<file path="src/rtl/native_delay_sweeper.sv">
// native_delay_sweeper: walks the delay-core tap register from start to stop
// over the native bus, verifying each write by readback and strobing a sample
// once the tap has settled for the programmed dwell.
// Ports: NATIVE_CLK/NATIVE_RST clock and async reset; start/abort controls;
// cfg_* sweep range, step and dwell; NATIVE_* bus master; busy, cur_tap,
// sample_strobe, done, error, err_code status.
module native_delay_sweeper #(
    parameter int NATIVE_ADDR_WDITH = 1,
    parameter int NATIVE_DATA_WIDTH = 9,
    parameter logic [NATIVE_ADDR_WDITH-1:0] TAP_ADDR = '0,
    parameter int DWELL_WIDTH = 16,
    parameter int TIMEOUT_CYCLES = 255
) (
    input  logic                         NATIVE_CLK,
    input  logic                         NATIVE_RST,
    input  logic                         start,
    input  logic                         abort,
    input  logic [NATIVE_DATA_WIDTH-1:0] cfg_start_tap,
    input  logic [NATIVE_DATA_WIDTH-1:0] cfg_stop_tap,
    input  logic [NATIVE_DATA_WIDTH-1:0] cfg_step,
    input  logic [DWELL_WIDTH-1:0]       cfg_dwell,
    output logic                         NATIVE_EN,
    output logic                         NATIVE_WR,
    output logic [NATIVE_ADDR_WDITH-1:0] NATIVE_ADDR,
    output logic [NATIVE_DATA_WIDTH-1:0] NATIVE_DATA_IN,
    input  logic [NATIVE_DATA_WIDTH-1:0] NATIVE_DATA_OUT,
    input  logic                         NATIVE_READY,
    output logic                         busy,
    output logic [NATIVE_DATA_WIDTH-1:0] cur_tap,
    output logic                         sample_strobe,
    output logic                         done,
    output logic                         error,
    output logic [1:0]                   err_code
);

    localparam int DW = NATIVE_DATA_WIDTH;
    localparam int TW = $clog2(TIMEOUT_CYCLES + 1);
    localparam logic [TW-1:0] TLAST = TW'(TIMEOUT_CYCLES - 1);

    typedef enum logic [2:0] {
        IDLE, WR, RD, DWELL, SAMPLE, NEXT, FIN
    } state_t;

    state_t               state_q, state_d;
    logic                 en_q, en_d;
    logic [DW-1:0]        tap_q, tap_d;
    logic [DW-1:0]        stop_q, stop_d;
    logic [DW-1:0]        step_q, step_d;
    logic [DWELL_WIDTH-1:0] dcfg_q, dcfg_d;
    logic [DWELL_WIDTH-1:0] dcnt_q, dcnt_d;
    logic [TW-1:0]        tmo_q, tmo_d;
    logic                 abort_q, abort_d;
    logic                 err_q, err_d;
    logic [1:0]           code_q, code_d;

    logic                 rdy;
    logic                 tmo_hit;
    logic                 stop_req;
    logic [DW:0]          nxt;

    // READY only counts while we own the bus; a stray pulse is dropped.
    assign rdy      = en_q & NATIVE_READY;
    assign tmo_hit  = en_q & ~NATIVE_READY & (tmo_q == TLAST);
    assign stop_req = abort | abort_q;
    assign nxt      = {1'b0, tap_q} + {1'b0, step_q};

    always_ff @(posedge NATIVE_CLK or posedge NATIVE_RST) begin
        if (NATIVE_RST) begin
            state_q <= IDLE;
            en_q    <= 1'b0;
            tap_q   <= '0;
            stop_q  <= '0;
            step_q  <= '0;
            dcfg_q  <= '0;
            dcnt_q  <= '0;
            tmo_q   <= '0;
            abort_q <= 1'b0;
            err_q   <= 1'b0;
            code_q  <= 2'd0;
        end else begin
            state_q <= state_d;
            en_q    <= en_d;
            tap_q   <= tap_d;
            stop_q  <= stop_d;
            step_q  <= step_d;
            dcfg_q  <= dcfg_d;
            dcnt_q  <= dcnt_d;
            tmo_q   <= tmo_d;
            abort_q <= abort_d;
            err_q   <= err_d;
            code_q  <= code_d;
        end
    end

    always_comb begin
        state_d = state_q;
        en_d    = en_q;
        tap_d   = tap_q;
        stop_d  = stop_q;
        step_d  = step_q;
        dcfg_d  = dcfg_q;
        dcnt_d  = dcnt_q;
        tmo_d   = en_q ? tmo_q + 1'b1 : '0;
        // An abort seen mid-transaction is remembered until it can be honoured.
        abort_d = abort_q | (abort & (state_q != IDLE));
        err_d   = err_q;
        code_d  = code_q;

        unique case (state_q)
            IDLE: begin
                abort_d = 1'b0;
                if (start) begin
                    stop_d = cfg_stop_tap;
                    step_d = cfg_step;
                    dcfg_d = cfg_dwell;
                    err_d  = 1'b0;
                    code_d = 2'd0;
                    if (cfg_step == '0 || cfg_start_tap > cfg_stop_tap) begin
                        err_d   = 1'b1;
                        code_d  = 2'd1;
                        state_d = FIN;
                    end else begin
                        tap_d   = cfg_start_tap;
                        en_d    = 1'b1;
                        state_d = WR;
                    end
                end
            end
            WR: begin
                if (rdy) begin
                    en_d    = 1'b0;
                    state_d = RD;
                end else if (tmo_hit) begin
                    en_d    = 1'b0;
                    err_d   = 1'b1;
                    code_d  = 2'd2;
                    state_d = FIN;
                end
            end
            RD: begin
                // First RD cycle keeps EN low to separate it from the write.
                if (!en_q) begin
                    en_d = 1'b1;
                end else if (rdy) begin
                    en_d = 1'b0;
                    if (NATIVE_DATA_OUT != tap_q) begin
                        err_d   = 1'b1;
                        code_d  = 2'd3;
                        state_d = FIN;
                    end else if (stop_req) begin
                        state_d = FIN;
                    end else if (dcfg_q == '0) begin
                        state_d = SAMPLE;
                    end else begin
                        dcnt_d  = dcfg_q;
                        state_d = DWELL;
                    end
                end else if (tmo_hit) begin
                    en_d    = 1'b0;
                    err_d   = 1'b1;
                    code_d  = 2'd2;
                    state_d = FIN;
                end
            end
            DWELL: begin
                if (stop_req) begin
                    state_d = FIN;
                end else if (dcnt_q <= DWELL_WIDTH'(1)) begin
                    state_d = SAMPLE;
                end else begin
                    dcnt_d = dcnt_q - 1'b1;
                end
            end
            SAMPLE: begin
                state_d = stop_req ? FIN : NEXT;
            end
            NEXT: begin
                if (stop_req || nxt > {1'b0, stop_q}) begin
                    state_d = FIN;
                end else begin
                    tap_d   = nxt[DW-1:0];
                    en_d    = 1'b1;
                    state_d = WR;
                end
            end
            FIN: begin
                state_d = IDLE;
            end
            default: begin
                en_d    = 1'b0;
                state_d = IDLE;
            end
        endcase
    end

    assign NATIVE_EN      = en_q;
    assign NATIVE_WR      = en_q & (state_q == WR);
    assign NATIVE_ADDR    = en_q ? TAP_ADDR : '0;
    assign NATIVE_DATA_IN = (state_q == WR) ? tap_q : '0;
    assign busy           = (state_q != IDLE);
    assign cur_tap        = tap_q;
    assign sample_strobe  = (state_q == SAMPLE);
    assign done           = (state_q == FIN);
    assign error          = err_q;
    assign err_code       = code_q;

endmodule
</file>
<file path="config.mk">
export PLATFORM = sky130hd
export DESIGN_NAME = native_delay_sweeper
export DESIGN_NICKNAME = d
export VERILOG_FILES = /design/src/rtl/native_delay_sweeper.sv
export SDC_FILE = /design/constraint.sdc
export NUM_CORES = 1
export LEC_CHECK = 0
export BUFFER_PORTS_ARGS = -buffer_cell sky130_fd_sc_hd__buf_2
export CORE_MARGIN = 4
export CORE_UTILIZATION = 50
export DETAILED_ROUTE_END_ITERATION = 10
export MAX_ROUTING_LAYER = met4
export PLACE_DENSITY = 0.84
export SKIP_CTS_REPAIR_TIMING = 1
export SLEW_MARGIN = 0
export SYNTH_ARGS = -nofsm -noshare
export SYNTH_HDL_FRONTEND = slang
export SYNTH_SLANG_ARGS = --single-unit
export TNS_END_PERCENT = 50
</file>
<file path="constraint.sdc">
create_clock -name NATIVE_CLK -period 3.9 [get_ports NATIVE_CLK]
set_clock_uncertainty 0.15 [all_clocks]
set_input_delay 0.195 -clock NATIVE_CLK [delete_from_list [all_inputs] [get_ports NATIVE_CLK]]
set_output_delay 0.195 -clock NATIVE_CLK [all_outputs]
set_load 0.02 [all_outputs]
</file>
==> parameters.txt <==
Parameter                              Value

Final layout
  # fillers ... 722
  NumNets Final ... about 730
  Commonest cells after routing, fill and taps aside ... buf_2 (82), dfrtp_1 (75), nor2_1 (46), dlygate4sd3_1 (42), a21oi_1 (37)
  Layout overhead on the synthesized area ... 25.3%
  Number of antenna cells inserted ... 0
  Ratio of cells with drive above 1 in the final layout ... 24.0%
  Area taken by multi-input logic gates ... between 2000 and 3000 um2
  FF/Latch Area ... approximately 1900 um2
  Non-filler instance count after layout ... 770
  Most common library cell in the layout ignoring fill and taps ... buf_2
  Final standard cell area without fillers ... just under 6000 um2

Worst setup path
  Number of cells on the critical path ... 13
  Slowest cell delay on critical path ... between 0.4 and 0.5 ns
  Worst-path cell with the longest stage delay ... dfrtp_1
  Worst-path cell chain ... ha_1 > a211o_1 > o211ai_1 > a21oi_1 > nor2_1 > xnor2_1 > ha_1 > a2111oi_2 > o21ai_1 > o22ai_1 > a21oi_1 > o21bai_4 > a221o_2
  Family of cells with the greatest summed delay on the critical path ... compound AO/OA/AOI/OAI gates
  Endpoint arrival time on the critical path ... approximately 3.8 ns
  Worst path required time ... 3.99 ns
  Largest fanout of any net on the critical path ... 9
  Worst Path Class, Setup ... reg2reg
  CP Launch Type ... register
  Buffer and inverter count on the worst path ... 0
  Capturing element type of the critical path ... register
  Register-to-Register Path Depth ... 13

Floorplan
  Initial standard-cell utilization of the core ... between 50% and 60%
  Die outline height ... 105 um
  Overall die width ... roughly 110 um
  Number of top-level pins ... 84
  Placement Rows ... 35
  Total Die Area ... ~11000 um2
  Placeable Area ... 9240 um2

Timing
  Worst-case headroom to the max-slew limit ... between 20 and 30%
  Min cycle time layout ... approximately 3.7 ns
  Tightest hold margin ... -0.0550 ns
  Total count of max-transition violations in the final report ... 0
  Unrepaired setup endpoints after global routing ... false
  Setup TNS after final layout ... 0 ns
  Highest clock frequency the design can meet ... 273 MHz
  Fin crit share ... 93.8%
  Transition at the pin with the smallest max-transition slack ... about 1.1 ns
  Final hold violation count ... slightly below 50
  Setup-failing EPs final ... 0

GRT
  Maximum number of pins on one net before global-route repair ... between 50 and 60
  GRT met2 Usage ... between 30% and 40%
  Antenna violations before repair ... 0
  Global routing's busiest layer ... met2
  Vias in the first global route ... ~4200
  Total overflow reported by the global router ... 0
  Total routing resource utilization after global routing ... between 20% and 30%
  Wire length of the first global-routing pass ... about 21000 um
  Met3 usage ... under 10%
  GRT met1 Usage ... about a third

Drt
  Number of vias in the routed layout ... between 4000 and 5000
  TritonRoute pass-1 iters ... 7
  Routed wire length ... about 14000 um
  Antenna-violating nets left ... 0
  Number of DRC violations after detailed routing ... 0
  DR iter-0 viols ... ~410
  Detailed-route wire length per cell ... around 18 um
  Via/cell ratio ... approximately 6

Yosys
  Yosys reg bits ... 75
  Primary flip-flop cell chosen by synthesis mapping ... dfrtp_1
  Count of flip-flops with a built-in enable after synthesis ... 0
  Cell Area, Synth ... between 4000 and 5000 um2
  Number of standard cells after synthesis ... 516
  Share of flip-flops with an asynchronous set or reset ... 100%
  Post-synthesis net count ... 605
  Seq/Total Area, Yosys ... around 40%
  Yosys cell types ... around 60
  Post-Syn Area per Cell ... roughly 9.2 um2
  Yosys warning count ... 0

Power
  Cell area power density ... 807 nW/um2
  Peak supply drop ... around 0.43 mV
  Power after layout ... 4780 uW
  Leakage power ... between 0.002 and 0.003 uW

CTS
  TritonCTS clock tree ... yes
  Root Buffer ... clkbuf_8
  Latest clock arrival within the worst-skew pair ... around 0.36 ns
  Number of buffers inserted during clock tree synthesis ... 9
  Clock sink total ... 75
  Max clock buf depth ... 2
  Clock-pin transition on the worst setup and hold timing paths ... approximately 0.09 ns
  # H-tree levels ... 3

Worst hold path
  Worst hold path type ... in2async

Placed design
  GP Congestion ... between 0.9 and 1
  HPWL reported at the end of detailed placement ... about 9700 um
  Cell Area, Placed ... approximately 5300 um2
  Count of placed standard cells including taps ... about 700
  Quantity of I/O buffers inserted on ports ... 82

Flow run
  Count of max-cap constraint violations ... 0

Run status
  Violated checks ... hold timing
  Result of the run ... finished, violations left
[worst reg2reg max path: stages (launching register included)]
cell       delay, ns
dfrtp_1         0.46
ha_1            0.34
a211o_1         0.27
o211ai_1        0.12
a21oi_1         0.12
nor2_1          0.12
xnor2_1         0.18
ha_1            0.32
a2111oi_2       0.35
o21ai_1         0.11
o22ai_1         0.26
a21oi_1         0.13
o21bai_4        0.25
a221o_2         0.37
[synth_stat cells (2+ instances only)]
cell	instances	share of area, %
a21oi_1	37	3.9
a221o_2	8	1.9
a22oi_1	7	1.1
a31oi_1	5	0.66
and2_1	2	0.26
and3_1	11	1.5
buf_1	3	0.24
buf_2	5	0.53
buf_4	3	0.48
clkbuf_1	13	1.0
dfrtp_1	75	40
ha_1	31	8.2
inv_1	32	2.5
mux2_2	26	6.2
nand2_1	36	2.9
nand2b_1	3	0.40
nand3_1	15	1.6
nand4_1	9	1.2
nor2_1	46	3.7
nor2b_1	11	1.5
nor3_1	15	1.6
nor3b_1	2	0.32
nor4_1	10	1.3
o211a_1	2	0.42
o211ai_1	5	0.79
o21a_1	3	0.48
o21ai_0	36	3.8
o21ai_1	2	0.21
o22ai_1	5	0.66
o2bb2ai_1	3	0.56
o32ai_1	3	0.56
or2_2	2	0.26
or3_1	5	0.66
xnor2_1	9	1.7
xor2_1	12	2.2
[registers in the layout, summed over array words and instances, names as in the netlist]
signal	flops
state_q	3
tmo_q	8
err_code	2
dcnt_q	16
NATIVE_EN	1
dcfg_q	16
cur_tap	9
stop_q	9
step_q	9
abort_q	1
error	1
[final timing paths]
check | startpoint | end | slack [ns]
setup / recovery | cur_tap[1]$_DFFE_PP0P_ | cur_tap[1]$_DFFE_PP0P_ | 0.24
setup reg to reg | cur_tap[1]$_DFFE_PP0P_ | cur_tap[1]$_DFFE_PP0P_ | 0.24
max in group asynchronous | NATIVE_RST | err_code[0]$_DFFE_PP0P_ | 2.71
hold reg to reg | tmo_q[0]$_DFF_PP0_ | tmo_q[0]$_DFF_PP0_ | 0.33
min in group NATIVE_CLK | cfg_start_tap[7] | cur_tap[7]$_DFFE_PP0P_ | 0.05
hold / removal | NATIVE_RST | dcfg_q[15]$_DFFE_PP0P_ | -0.06
[cell families (layout without fill, tap and decap cells)]
group / after synthesis / count (layout) / synth area share [%]
AND/OR/NAND/NOR: 171 / 171 / 18.0
AO/OA/AOI/OAI: 132 / 132 / 18.4
flip-flops: 75 / 75 / 39.7
buffers and inverters: 57 / 182 / 4.90
adder cells (fa/ha/maj): 32 / 32 / 8.63
multiplexers: 27 / 27 / 6.41
XOR/XNOR: 21 / 21 / 3.89
other: 1 / 1 / 0.0793
[per-stage QoR]
step                setup WS (ns)  utilization (%)  hold WS [ns]
floorplan                   0.485                -         0.162
global placement            0.420             56.9         0.266
detailed placement          0.334             56.9         0.272
CTS                         0.316             59.4       -0.0970
global route               0.0262             64.1        0.0331
finish                      0.241             64.1       -0.0550
[power by group]
group	switching [uW]	internal, uW	leakage (uW)
registers	407	1130	0.000926
logic	1420	1110	0.00171
clock network	337	372	0.000113
total	2160	2620	0.00275
[per-layer routing]
layer,vias to the layer above,routed length [um]
met5,-,0
met2,251,6610
met1,2236,5700
met4,0,351
li1,2106,-
met3,47,1220
[cell type report]
class	instances	share of cell area, %
timing repair buffer	133	15.2
tap	129	2.73
inverter	33	2.09
clock inverter	7	1.78
sequential	75	31.7
clock buffer	9	2.09
multi-input combinational	384	44.4
(Power assumes the default switching activity.)
